## src/rtl/gry_bin_sync_pkg.sv

```systemverilog
// Shared constants and helpers for the Gray-to-binary synchroniser.
// Helpers operate on a fixed MAX_W width; callers zero-extend and truncate.
package gry_bin_sync_pkg;

    localparam int DEF_N           = 8;
    localparam int DEF_SYNC_STAGES = 2;
    localparam int MAX_W           = 32;
    localparam int CNT_W           = 6;

    // Zero-extended inputs keep the upper result bits at zero,
    // so truncating the result gives the exact narrow conversion.
    function automatic logic [MAX_W-1:0] gray_to_bin(input logic [MAX_W-1:0] g);
        logic [MAX_W-1:0] b;
        b[MAX_W-1] = g[MAX_W-1];
        for (int i = MAX_W - 2; i >= 0; i--) begin
            b[i] = b[i+1] ^ g[i];
        end
        return b;
    endfunction

    function automatic logic [CNT_W-1:0] popcount(input logic [MAX_W-1:0] v);
        logic [CNT_W-1:0] cnt;
        cnt = {CNT_W{1'b0}};
        for (int i = 0; i < MAX_W; i++) begin
            cnt = cnt + CNT_W'(v[i]);
        end
        return cnt;
    endfunction

endpackage

```

## src/rtl/gry_bin_sync_sync_chain.sv

```systemverilog
// Multi-flop synchroniser for a Gray-coded bus crossing into clk.
module sync_chain #(
    parameter int WIDTH  = 8,
    parameter int STAGES = 2
) (
    input  logic             clk,
    input  logic             rst_n,
    input  logic [WIDTH-1:0] d_i,
    output logic [WIDTH-1:0] q_o
);

    (* ASYNC_REG = "TRUE" *) logic [WIDTH-1:0] stage_q [STAGES];

    // Shift the asynchronous input through the synchroniser stages.
    always_ff @(posedge clk or negedge rst_n) begin
        if (!rst_n) begin
            for (int i = 0; i < STAGES; i++) begin
                stage_q[i] <= {WIDTH{1'b0}};
            end
        end else begin
            stage_q[0] <= d_i;
            for (int i = 1; i < STAGES; i++) begin
                stage_q[i] <= stage_q[i-1];
            end
        end
    end

    assign q_o = stage_q[STAGES-1];

endmodule

```

## src/rtl/gry_bin_sync.sv

```systemverilog
// Synchronises a Gray-coded count, converts it to binary and reports the
// per-step delta, a change pulse and a sticky multi-bit-step error.
module gry_bin_sync
    import gry_bin_sync_pkg::*;
#(
    parameter int N           = DEF_N,
    parameter int SYNC_STAGES = DEF_SYNC_STAGES
) (
    input  logic         clk,
    input  logic         rst_n,
    input  logic [N-1:0] gray_in,
    input  logic         err_clr,
    output logic [N-1:0] gray_sync,
    output logic [N-1:0] binary,
    output logic [N-1:0] delta,
    output logic         changed,
    output logic         err
);

    logic [N-1:0] gray_sync_s;
    logic [N-1:0] bin_now_s;
    logic         diff_s;
    logic         jump_s;
    logic         valid_s;

    logic [2:0]   cnt_q,       cnt_d;
    logic         primed_q,    primed_d;
    logic [N-1:0] binary_q,    binary_d;
    logic [N-1:0] gray_prev_q, gray_prev_d;
    logic [N-1:0] bin_prev_q,  bin_prev_d;
    logic [N-1:0] delta_q,     delta_d;
    logic         changed_q,   changed_d;
    logic         err_q,       err_d;

    sync_chain #(
        .WIDTH  (N),
        .STAGES (SYNC_STAGES)
    ) u_sync (
        .clk   (clk),
        .rst_n (rst_n),
        .d_i   (gray_in),
        .q_o   (gray_sync_s)
    );

    assign bin_now_s = N'(gray_to_bin(MAX_W'(gray_sync_s)));
    assign diff_s    = (gray_sync_s != gray_prev_q);
    assign jump_s    = (popcount(MAX_W'(gray_sync_s ^ gray_prev_q)) > CNT_W'(1));
    assign valid_s   = (cnt_q == 3'(SYNC_STAGES));

    // Next-state logic; compare against the previous sample only once primed.
    always_comb begin
        cnt_d       = cnt_q;
        primed_d    = primed_q | valid_s;
        binary_d    = bin_now_s;
        gray_prev_d = gray_sync_s;
        bin_prev_d  = bin_now_s;
        changed_d   = 1'b0;
        delta_d     = delta_q;
        err_d       = err_q;

        if (!valid_s) begin
            cnt_d = cnt_q + 3'd1;
        end else begin
            cnt_d = cnt_q;
        end

        if (primed_q && diff_s) begin
            changed_d = 1'b1;
            delta_d   = bin_now_s - bin_prev_q;
        end else begin
            changed_d = 1'b0;
            delta_d   = delta_q;
        end

        // A new error takes priority over a simultaneous clear.
        if (primed_q && diff_s && jump_s) begin
            err_d = 1'b1;
        end else if (err_clr) begin
            err_d = 1'b0;
        end else begin
            err_d = err_q;
        end
    end

    // State registers; all outputs are driven straight from these flops.
    always_ff @(posedge clk or negedge rst_n) begin
        if (!rst_n) begin
            cnt_q       <= 3'd0;
            primed_q    <= 1'b0;
            binary_q    <= {N{1'b0}};
            gray_prev_q <= {N{1'b0}};
            bin_prev_q  <= {N{1'b0}};
            delta_q     <= {N{1'b0}};
            changed_q   <= 1'b0;
            err_q       <= 1'b0;
        end else begin
            cnt_q       <= cnt_d;
            primed_q    <= primed_d;
            binary_q    <= binary_d;
            gray_prev_q <= gray_prev_d;
            bin_prev_q  <= bin_prev_d;
            delta_q     <= delta_d;
            changed_q   <= changed_d;
            err_q       <= err_d;
        end
    end

    assign gray_sync = gray_sync_s;
    assign binary    = binary_q;
    assign delta     = delta_q;
    assign changed   = changed_q;
    assign err       = err_q;

endmodule

```

## config.mk

```make
export PLATFORM = sky130hd
export DESIGN_NAME = gry_bin_sync
export DESIGN_NICKNAME = d
export VERILOG_FILES = /design/src/rtl/gry_bin_sync_pkg.sv /design/src/rtl/gry_bin_sync_sync_chain.sv /design/src/rtl/gry_bin_sync.sv
export SDC_FILE = /design/constraint.sdc
export NUM_CORES = 1
export LEC_CHECK = 0
export CAP_MARGIN = 20
export CORE_UTILIZATION = 54
export CTS_BUF_LIST = sky130_fd_sc_hd__clkbuf_8
export DETAILED_ROUTE_END_ITERATION = 12
export GPL_TIMING_DRIVEN = 0
export PLACE_DENSITY = 0.81
export SYNTH_ARGS = -nofsm -noshare
export SYNTH_HDL_FRONTEND = slang
export SYNTH_SLANG_ARGS = --single-unit
```

## constraint.sdc

```tcl
create_clock -name clk -period 3.94 [get_ports clk]
set_input_delay 0.591 -clock clk [delete_from_list [all_inputs] [get_ports clk]]
set_output_delay 0.591 -clock clk [all_outputs]
set_load 0.03 [all_outputs]
```

## Word level (Yosys, flattened, before mapping)

Cells that the tools add are included.

- Flip-flop bits (word level): 46
- Bits of input ports: 11
- Output and inout bits: 26
- Word-level logic and storage cells: 60

- Add/subtract/negate cells: 33
- Order comparisons: 1
- Eq/ne operators: 2
- Mux-type cells: 3
- Bitwise logic cells: 9
- Reduce and logical (&&, ||, !) cells: 3

Operators with widths:

| kind | number |
|---|---|
| $add A6 B1 Y6 const B | 24 |
| $add A6 B1 Y6 | 2 |
| $ne A8 B8 Y1 | 1 |
| $sub A8 B8 Y8 | 1 |
| $xor A8 B8 Y8 | 1 |
| $xor A1 B1 Y1 | 7 |
| $add A5 B1 Y6 | 1 |
| $gt A6 B1 Y1 const B | 1 |
| $add A4 B1 Y5 | 1 |
| $add A3 B1 Y4 | 1 |
| $add A2 B1 Y3 | 1 |
| $add A3 B1 Y3 const B | 1 |
| $eq A3 B2 Y1 const B | 1 |
| $mux W1 | 3 |
| $add A1 B1 Y2 | 1 |
| $logic_and A1 B1 Y1 | 2 |
| $reduce_bool A2 Y1 | 1 |
| $or A1 B1 Y1 | 1 |

## Depth between registers and ports, before layout

Gate-level depths: netlist of run 1.

- Word-level depth: 35
- Mapped depth: 14
- Mapped depth without buffers: 14

## By module

From an unflattened synthesis of run 1, not the netlist that was laid out.

- Cell total of the unflattened synthesis: 170
- Area, all modules: 2108.3 µm²

Modules (own cells, without submodules):

| module | times used | cells an instance | area each (µm²) | sequential area each (µm²) |
|---|---|---|---|---|
| gry_bin_sync | 1 | 146 | 1647.8 | 725.7 |
| sync_chain | 1 | 24 | 460.4 | 400.4 |

## Least setup slack after synthesis of run 1

Ideal clock, no wire load.

- Path type: register to register
- Start: register u_sync.stage_q, in the netlist u_sync.q_o[3]
- End: register err_q (netlist: err)
- Setup time: 0.121 ns
- Data arrival time: 3.211 ns
- Data required time: 3.819 ns
- Path slack: 0.608 ns
- Cell stages (with the launch flop): 15
- Clock period less this slack: 3.332 ns
- Cell sequence: dfrtp_1 xor2_1 inv_1 fa_1 fa_1 fa_1 inv_1 ha_1 inv_1 fa_1 nor2_1 nand2_1 a21oi_1 o21ai_0 a22o_1

- Cells in the longest elaborated chain, start to end: 33
- Elaborated cells on any way between the ends: 36
- Classes of those cells: add/sub (29); order compare (1); eq/ne (1); mux (1); bitwise (1); reduce/logical (3)

RTL lines:

| what | line | text |
|---|---|---|
| start, declared | gry_bin_sync_sync_chain.sv:12 | `(* ASYNC_REG = "TRUE" *) logic [WIDTH-1:0] stage_q [STAGES];` |
| start signal, assigned by index | gry_bin_sync_sync_chain.sv:18 | `stage_q[i] <= {WIDTH{1'b0}};` |
| start signal, assigned by index | gry_bin_sync_sync_chain.sv:23 | `stage_q[i] <= stage_q[i-1];` |
| $xor A8 B8 Y8 | gry_bin_sync.sv:47 | `assign jump_s = (popcount(MAX_W'(gray_sync_s ^ gray_prev_q)) > CNT_W'(1));` |
| $add A3 B1 Y4 | gry_bin_sync_pkg.sv:25 | `cnt = cnt + CNT_W'(v[i]);` |
| $add A4 B1 Y5 | gry_bin_sync_pkg.sv:25 |  |
| $add A5 B1 Y6 | gry_bin_sync_pkg.sv:25 |  |
| $add A6 B1 Y6 (26 in a row) | gry_bin_sync_pkg.sv:25 |  |
| $gt A6 B1 Y1 | gry_bin_sync.sv:47 |  |
| $logic_and A1 B1 Y1 * | gry_bin_sync.sv:76 | `if (primed_q && diff_s && jump_s) begin` |
| $mux W1 or $reduce_bool A2 Y1 (tied branches) | n/a |  |
| end signal, assigned | gry_bin_sync.sv:104 | `err_q <= err_d;` |
| end, declared | gry_bin_sync.sv:33 | `logic err_q, err_d;` |

Every way passes the cells marked *; elsewhere a longest branch is shown, timed or not.
A chain may end at the register's enable or synchronous reset.

## Worst setup path in the final report of run 1

Ends and elaborated chain as after synthesis.

==> results of run 1 <==
[per-layer routing]
metal / wire, um / vias up
li1: - / 624
met1: 1440 / 651
met2: 1820 / 30
met3: 148 / 4
met4: 37 / 0
met5: 0 / -
[sequential cells by signal, summed over array words and instances, names as in the netlist]
register	flops
err	1
delta	8
changed	1
bin_prev_q	8
cnt_q	3
gray_prev_q	7
u_sync.q_o	8
primed_q	1
u_sync.stage_q	8
[area by class of cell]
class                           instances  share of cell area, %
Clock inverter                          3                   1.74
Multi-Input combinational cell         92                   30.8
Sequential cell                        45                   42.2
Timing Repair Buffer                   37                   14.4
Tap cell                               48                   2.25
Buffer                                 10                   2.82
Inverter                               23                   3.24
Clock buffer                            5                   2.58
[layout by cell type, fill, tap and decap left out, types with 4 or more instances in the layout]
cell type,netlist,layout
dfrtp_1,45,45
clkdlybuf4s50_1,0,35
inv_1,23,23
ha_1,13,13
xnor2_1,12,12
buf_4,10,10
o21ai_0,9,9
xor2_1,6,6
nand2_1,6,6
nor2_1,5,5
a21oi_1,5,5
fa_1,5,5
clkbuf_8,0,5
nand2b_1,4,4
[cells by family after synthesis]
family,after synthesis,synth area share (%)
buffers and inverters,33,7.66
AND/OR/NAND/NOR,25,6.05
XOR/XNOR,22,11.1
multiplexers,2,1.01
AO/OA/AOI/OAI,25,8.31
flip-flops,45,53.4
adder cells (fa/ha/maj),18,12.5
[how the worst max path moves through the flow]
stage | from | to | slack (ps) | cells past startpoint
2_1_floorplan | u_sync.q_o[3] | err | 610 | 14
3_3_place_gp | u_sync.q_o[3] | err | 460 | 14
3_5_place_dp | u_sync.q_o[3] | err | 390 | 14
4_1_cts | u_sync.q_o[3] | err | 340 | 14
5_1_grt | u_sync.q_o[3] | err | 40 | 14
6_report | u_sync.q_o[3] | err | 340 | 14
[metrics by stage]
| stage | hold slack, ps | instances | worst slack [ps] | utilization [%] | power (W) |
|---|---|---|---|---|---|
| after floorplan | 295 | 170 | 608 | - | 0.00105 |
| after global placement | 332 | 254 | 458 | 68.0 | 0.00125 |
| after detailed placement | 335 | 255 | 385 | 68.7 | 0.00129 |
| after CTS | 271 | 263 | 336 | 71.8 | 0.00163 |
| after global routing | 295 | 263 | 43.8 | 71.8 | 0.00173 |
| final | 262 | 263 | 341 | 71.8 | 0.00162 |
[worst max-delay path, delay by kind of cell, from the launching register on]
| family | cells | cell delay, ps |
|---|---|---|
| flip-flops | 1 | 440 |
| buffers and inverters | 3 | 220 |
| AND/OR/NAND/NOR | 2 | 160 |
| XOR/XNOR | 1 | 330 |
| adder cells (fa/ha/maj) | 5 | 1930 |
| AO/OA/AOI/OAI | 3 | 410 |
[power breakdown]
part	switching, W	leakage, nW	internal, W	total, W
Clock	0.000157	0.0543	0.000190	0.000347
Sequential	0.0000433	0.518	0.000540	0.000583
Combinational	0.000380	0.640	0.000310	0.000690
==> impl_metrics.env, run 1 <==
export IMPL_result_of_the_run="finished, final reports clean"
export IMPL_post_route_drc_count=0
export IMPL_clkSlewWorstSetupHoldPaths_ps=90
export IMPL_end_kind="register"
export IMPL_initialDrtViolationCount=90
export IMPL_yosys_cell_types_count=30
export IMPL_crit_slowest_cell="fa_1"
export IMPL_dr_total_vias=1309
export IMPL_num_nets_final=243
export IMPL_fin_setup_tns_ps=0
export IMPL_timing_hold_worst_class="primary input to async pin"
export IMPL_clockBufferDepth=2
export IMPL_yosys_cell_count_top_type="dfrtp_1"
export IMPL_regToRegEndpoint="err"
export IMPL_critPathMaxStageDelay_ps=510
export IMPL_layout_drive_gt1_share_pct=12.1
export IMPL_synth_area_um2=2110
export IMPL_total_leakage_power_nw=1.21
export IMPL_detail_route_wirelength_um=3450
export IMPL_crit_path_start_kind="register"
export IMPL_post_cts_buffers=0
export IMPL_grt_busiest_layer="met2"
export IMPL_multi_input_comb_area_um2=821
export IMPL_wire_per_inst_um=13.1
export IMPL_io_buffer_count=36
export IMPL_synth_yosys_warnings=0
export IMPL_cts_repair_resized=0
export IMPL_number_of_failing_setup_endpoints_in_the_final_timing_report=0
export IMPL_timing_critical_path_mode_cell="fa_1"
export IMPL_final_min_clock_period_ps=3600
export IMPL_firstDrtPassIters=4
export IMPL_netlist_top_cells_count="dfrtp_1 (45), inv_1 (23), ha_1 (13)"
export IMPL_final_area_um2=2670
export IMPL_place_gp_congestion=0.808
export IMPL_timing_critical_path_required_ps=4120
export IMPL_synth_largest_type_area_fraction_pct=53.4
export IMPL_ant_nets=0
export IMPL_unrepaired_setup_endpoints_after_global_routing="no"
export IMPL_gr_usage_met2_pct=33.2
export IMPL_global_route_usage_met1_pct=22.9
export IMPL_standard_cell_core_area_um2=3720
export IMPL_global_route_wire_length_before_repair_um=5950
export IMPL_synth_net_count=199
export IMPL_detailedPlacementHpwl_um=2710
export IMPL_tritoncts_clock_tree="yes"
export IMPL_r2r_cells=14
export IMPL_maxCapViolations=0
export IMPL_cts_root_buf="clkbuf_8"
export IMPL_cts_buffer_count=5
export IMPL_edff_count_synth=0
export IMPL_yosys_top_cells_area="dfrtp_1 (53%), ha_1 (7.7%), xnor2_1 (5.0%), fa_1 (4.7%), inv_1 (4.1%)"
export IMPL_worstPathMaxFanout=4
export IMPL_cts_max_level=2
export IMPL_n_fill_cell=259
export IMPL_synth_seq_cells=45
export IMPL_cts_sinks=45
export IMPL_grt_max_degree=25
export IMPL_synth_ff_type="dfrtp_1"
export IMPL_hold_viol_final=0
export IMPL_ff2ff_setup_slack_ps=340
export IMPL_final_min_period_over_clock_period_pct=91.3
export IMPL_yosysSeqAreaShare_pct=53.4
export IMPL_netlist_top_cell_by_area="dfrtp_1"
export IMPL_die_w_um=64.5
export IMPL_critical_path_reg2reg_startpoint="u_sync.q_o[3]"
export IMPL_floorplan_initialDensity_pct=56.7
export IMPL_tightest_slew_ps=553
export IMPL_grt_antenna_before_repair=0
export IMPL_crit_path_cell_trace="xor2_1, inv_1, fa_1, fa_1, fa_1, inv_1, ha_1, inv_1, fa_1, nor2_1, nand2_1, a21oi_1, o21ai_0, a22o_1"
export IMPL_netlist_instances=170
export IMPL_maxSlewViolCount=0
export IMPL_setup_clock_skew_after_layout_ps=10.4
export IMPL_grtUsageTotal_pct=19.4
export IMPL_die_area_um2=4160
export IMPL_insertedDiodeCount=0
export IMPL_share_of_flip_flops_with_an_asynchronous_set_or_reset_after_synthesis_pct=100
export IMPL_floorplan_io_pins=37
export IMPL_gr_total_overflow=0
export IMPL_fp_dieH_um=64.5
export IMPL_grt_util_met3_pct=6.34
export IMPL_pwr_density_cell_nw_per_um2=608
export IMPL_syn_avg_cell_area_um2=12.4
export IMPL_clkLatencyLatePin_ps=300
export IMPL_worstSetupPathType="register to register"
export IMPL_post_drt_via_cell_ratio=4.98
export IMPL_achievable_frequency_mhz=278
export IMPL_worst_endpoint_arrival_ps=3780
export IMPL_vias_in_the_first_global_route=1346
export IMPL_seq_area_um2=1130
export IMPL_post_cts_hold_buffer_count=0
export IMPL_rows=22
export IMPL_placedInstanceArea_um2=2550
export IMPL_area_growth_pct=26.5
export IMPL_vdd_ir_drop_max_uv=314
export IMPL_maxSlewHeadroom_pct=63.0
Note: power is estimated with default switching activity, not from simulation.
==> run 2, diff against run 1 <==
--- a/config.mk
+++ b/config.mk
@@ -6,11 +6,14 @@
 export NUM_CORES = 1
 export LEC_CHECK = 0
 export CAP_MARGIN = 20
-export CORE_UTILIZATION = 54
+export CELL_PAD_IN_SITES_DETAIL_PLACEMENT = 2
+export CELL_PAD_IN_SITES_GLOBAL_PLACEMENT = 2
+export CORE_UTILIZATION = 36
 export CTS_BUF_LIST = sky130_fd_sc_hd__clkbuf_8
+export CTS_CLUSTER_SIZE = 20
 export DETAILED_ROUTE_END_ITERATION = 12
 export GPL_TIMING_DRIVEN = 0
-export PLACE_DENSITY = 0.81
+export PLACE_DENSITY_LB_ADDON = 0.1
 export SYNTH_ARGS = -nofsm -noshare
 export SYNTH_HDL_FRONTEND = slang
 export SYNTH_SLANG_ARGS = --single-unit
==> run 2 against run 1 <==
Utilization shrank 23 points. Clock skew decreased by 2.3 ps. Hold slack got worse by 22 ps. Critical path type unchanged. Highest routed layer unchanged.
==> impl_metrics.env, run 2 (synthesis gave the netlist of run 1 again) <==
export IMPL_achievable_frequency_mhz=268
export IMPL_crit_slowest_cell="fa_1"
export IMPL_final_critical_path_setup_slack_ps=207
export IMPL_detail_route_wirelength_um=4230
export IMPL_post_drt_via_cell_ratio=4.60
export IMPL_global_route_usage_met1_pct=18.5
export IMPL_place_gp_congestion=0.778
export IMPL_ant_nets=0
export IMPL_power_switching_fraction_pct=35.1
export IMPL_layout_cells_most_common_list="dfrtp_1 (45), clkdlybuf4s50_1 (35), inv_1 (23)"
export IMPL_total_leakage_power_nw=1.22
export IMPL_fp_dieH_um=78.5
export IMPL_floorplan_initialDensity_pct=37.8
export IMPL_cts_buffer_count=5
export IMPL_cts_root_buf="clkbuf_8"
export IMPL_post_route_drc_count=0
export IMPL_insertedDiodeCount=0
export IMPL_power_share_clock_pct=24.2
export IMPL_gr_total_overflow=0
export IMPL_tritoncts_clock_tree="yes"
export IMPL_clkSlewWorstSetupHoldPaths_ps=90
export IMPL_worst_endpoint_arrival_ps=3920
export IMPL_detailedPlacementHpwl_um=3290
export IMPL_grt_max_degree=27
export IMPL_die_w_um=78.5
export IMPL_fin_setup_tns_ps=0
export IMPL_unrepaired_setup_endpoints_after_global_routing="no"
export IMPL_regToRegEndpoint="err"
export IMPL_cts_sinks=45
export IMPL_layout_drive_gt1_share_pct=12.6
export IMPL_final_min_period_over_clock_period_pct=94.7
export IMPL_area_growth_pct=28.8
export IMPL_final_min_clock_period_ps=3730
export IMPL_setup_clock_skew_after_layout_ps=8.09
export IMPL_timing_critical_path_required_ps=4120
export IMPL_n_fill_cell=542
export IMPL_floorplan_io_pins=37
export IMPL_standard_cell_core_area_um2=5570
export IMPL_worstSetupPathType="register to register"
export IMPL_net_switching_w=0.000598
export IMPL_crit_path_start_kind="register"
export IMPL_maxSlewHeadroom_pct=60.8
export IMPL_clockBufferDepth=2
export IMPL_rows=27
export IMPL_io_buffer_count=36
export IMPL_grt_busiest_layer="met2"
export IMPL_hold_viol_final=0
export IMPL_r2r_cells=14
export IMPL_clkLatencyLatePin_ps=300
export IMPL_vias_in_the_first_global_route=1503
export IMPL_sequentialPowerShare_pct=34.3
export IMPL_num_nets_final=243
export IMPL_worstPathMaxFanout=4
export IMPL_timing_critical_path_mode_cell="fa_1"
export IMPL_ff2ff_setup_slack_ps=210
export IMPL_post_place_ws_ps=186
export IMPL_post_cts_buffers=0
export IMPL_cts_max_level=2
export IMPL_initialDrtViolationCount=15
export IMPL_result_of_the_run="finished, final reports clean"
export IMPL_critical_path_reg2reg_startpoint="u_sync.q_o[3]"
export IMPL_intPower_w=0.00110
export IMPL_maxCapViolations=0
export IMPL_maxSlewViolCount=0
export IMPL_timing_hold_worst_class="primary input to async pin"
export IMPL_gr_usage_met2_pct=28.8
export IMPL_number_of_failing_setup_endpoints_in_the_final_timing_report=0
export IMPL_relative_contribution_of_combinational_cells_to_total_power_pct=41.5
export IMPL_grtUsageTotal_pct=15.9
export IMPL_cts_repair_resized=0
export IMPL_tightest_slew_ps=587
export IMPL_die_area_um2=6170
export IMPL_fin_util_pct=48.7
export IMPL_critPathMaxStageDelay_ps=520
export IMPL_leading_cell_type_in_the_layout_fill_and_taps_excluded="dfrtp_1"
export IMPL_dr_total_vias=1320
export IMPL_grt_antenna_before_repair=0
export IMPL_end_kind="register"
export IMPL_wire_per_inst_um=14.7
export IMPL_post_cts_hold_buffer_count=0
export IMPL_crit_path_cell_trace="xor2_2, inv_1, fa_1, fa_1, fa_1, inv_1, ha_1, inv_1, fa_1, nor2_1, nand2_1, a21oi_1, o21ai_0, a22o_1"
export IMPL_global_route_wire_length_before_repair_um=7360
export IMPL_firstDrtPassIters=4
export IMPL_pwr_density_cell_nw_per_um2=627
export IMPL_vdd_ir_drop_max_uv=264
export IMPL_grt_util_met3_pct=3.49
## run 2: metal layers
layer | wire length [um] | part of all wire (%)
met1 | 1710 | 40
met2 | 2330 | 55
met3 | 139 | 3.3
met4 | 54 | 1.3
met5 | 0 | 0
## run 2: worst max path at each step
stage	startpoint	end	slack, ps	cells past startpoint
after floorplan	u_sync.q_o[3]	err	610	14
after global placement	u_sync.q_o[3]	err	410	14
after detailed placement	u_sync.q_o[3]	err	190	14
after CTS	u_sync.q_o[3]	err	80	14
after global routing	u_sync.q_o[0]	err	6	13
final	u_sync.q_o[3]	err	210	14
## run 2: layout make-up
cell class	instances	area, um2	area share (%)
sequential	45	1130	41.5
multi-input combinational	92	828	30.5
timing repair buffer	37	375	13.8
tap	72	90.1	3.32
inverter	23	86.3	3.18
buffer	10	75.1	2.76
clock buffer	5	68.8	2.53
clock inverter	3	65.1	2.40
## run 2: critical path: cells and delay by family (launching register included)
family | cells | cell delay (ps)
AOI/OAI and AO/OA | 3 | 450
and+or+nand+nor | 2 | 240
xor gates and xnor gates | 1 | 260
buffers and inverters | 3 | 240
adders and majority gates | 5 | 1980
DFF | 1 | 460
## run 2: per-stage QoR
step	area (um2)	total power (W)	std cells	hold WS, ps
finish	2720	0.00170	287	240
global route	2720	0.00182	287	269
CTS	2710	0.00174	287	255
detailed placement	2570	0.00131	279	336
global placement	2560	0.00126	278	332
floorplan	2110	0.00105	170	295
## run 2: power by group through the flow
stage | Combinational [W] | Sequential, W | Clock [W]
finish | 0.000706 | 0.000584 | 0.000412
global placement | 0.000673 | 0.000588 | 0
floorplan | 0.000335 | 0.000715 | 0
global route | 0.000777 | 0.000596 | 0.000443
CTS | 0.000724 | 0.000587 | 0.000425
detailed placement | 0.000712 | 0.000597 | 0
==> run 3, diff against run 2 <==
--- a/config.mk
+++ b/config.mk
@@ -14,6 +14,7 @@
 export DETAILED_ROUTE_END_ITERATION = 12
 export GPL_TIMING_DRIVEN = 0
 export PLACE_DENSITY_LB_ADDON = 0.1
+export SLEW_MARGIN = 20
 export SYNTH_ARGS = -nofsm -noshare
 export SYNTH_HDL_FRONTEND = slang
 export SYNTH_SLANG_ARGS = --single-unit
==> results of run 3 <==
Same layout as run 2: the final DEF is identical, and so are final timing and power.
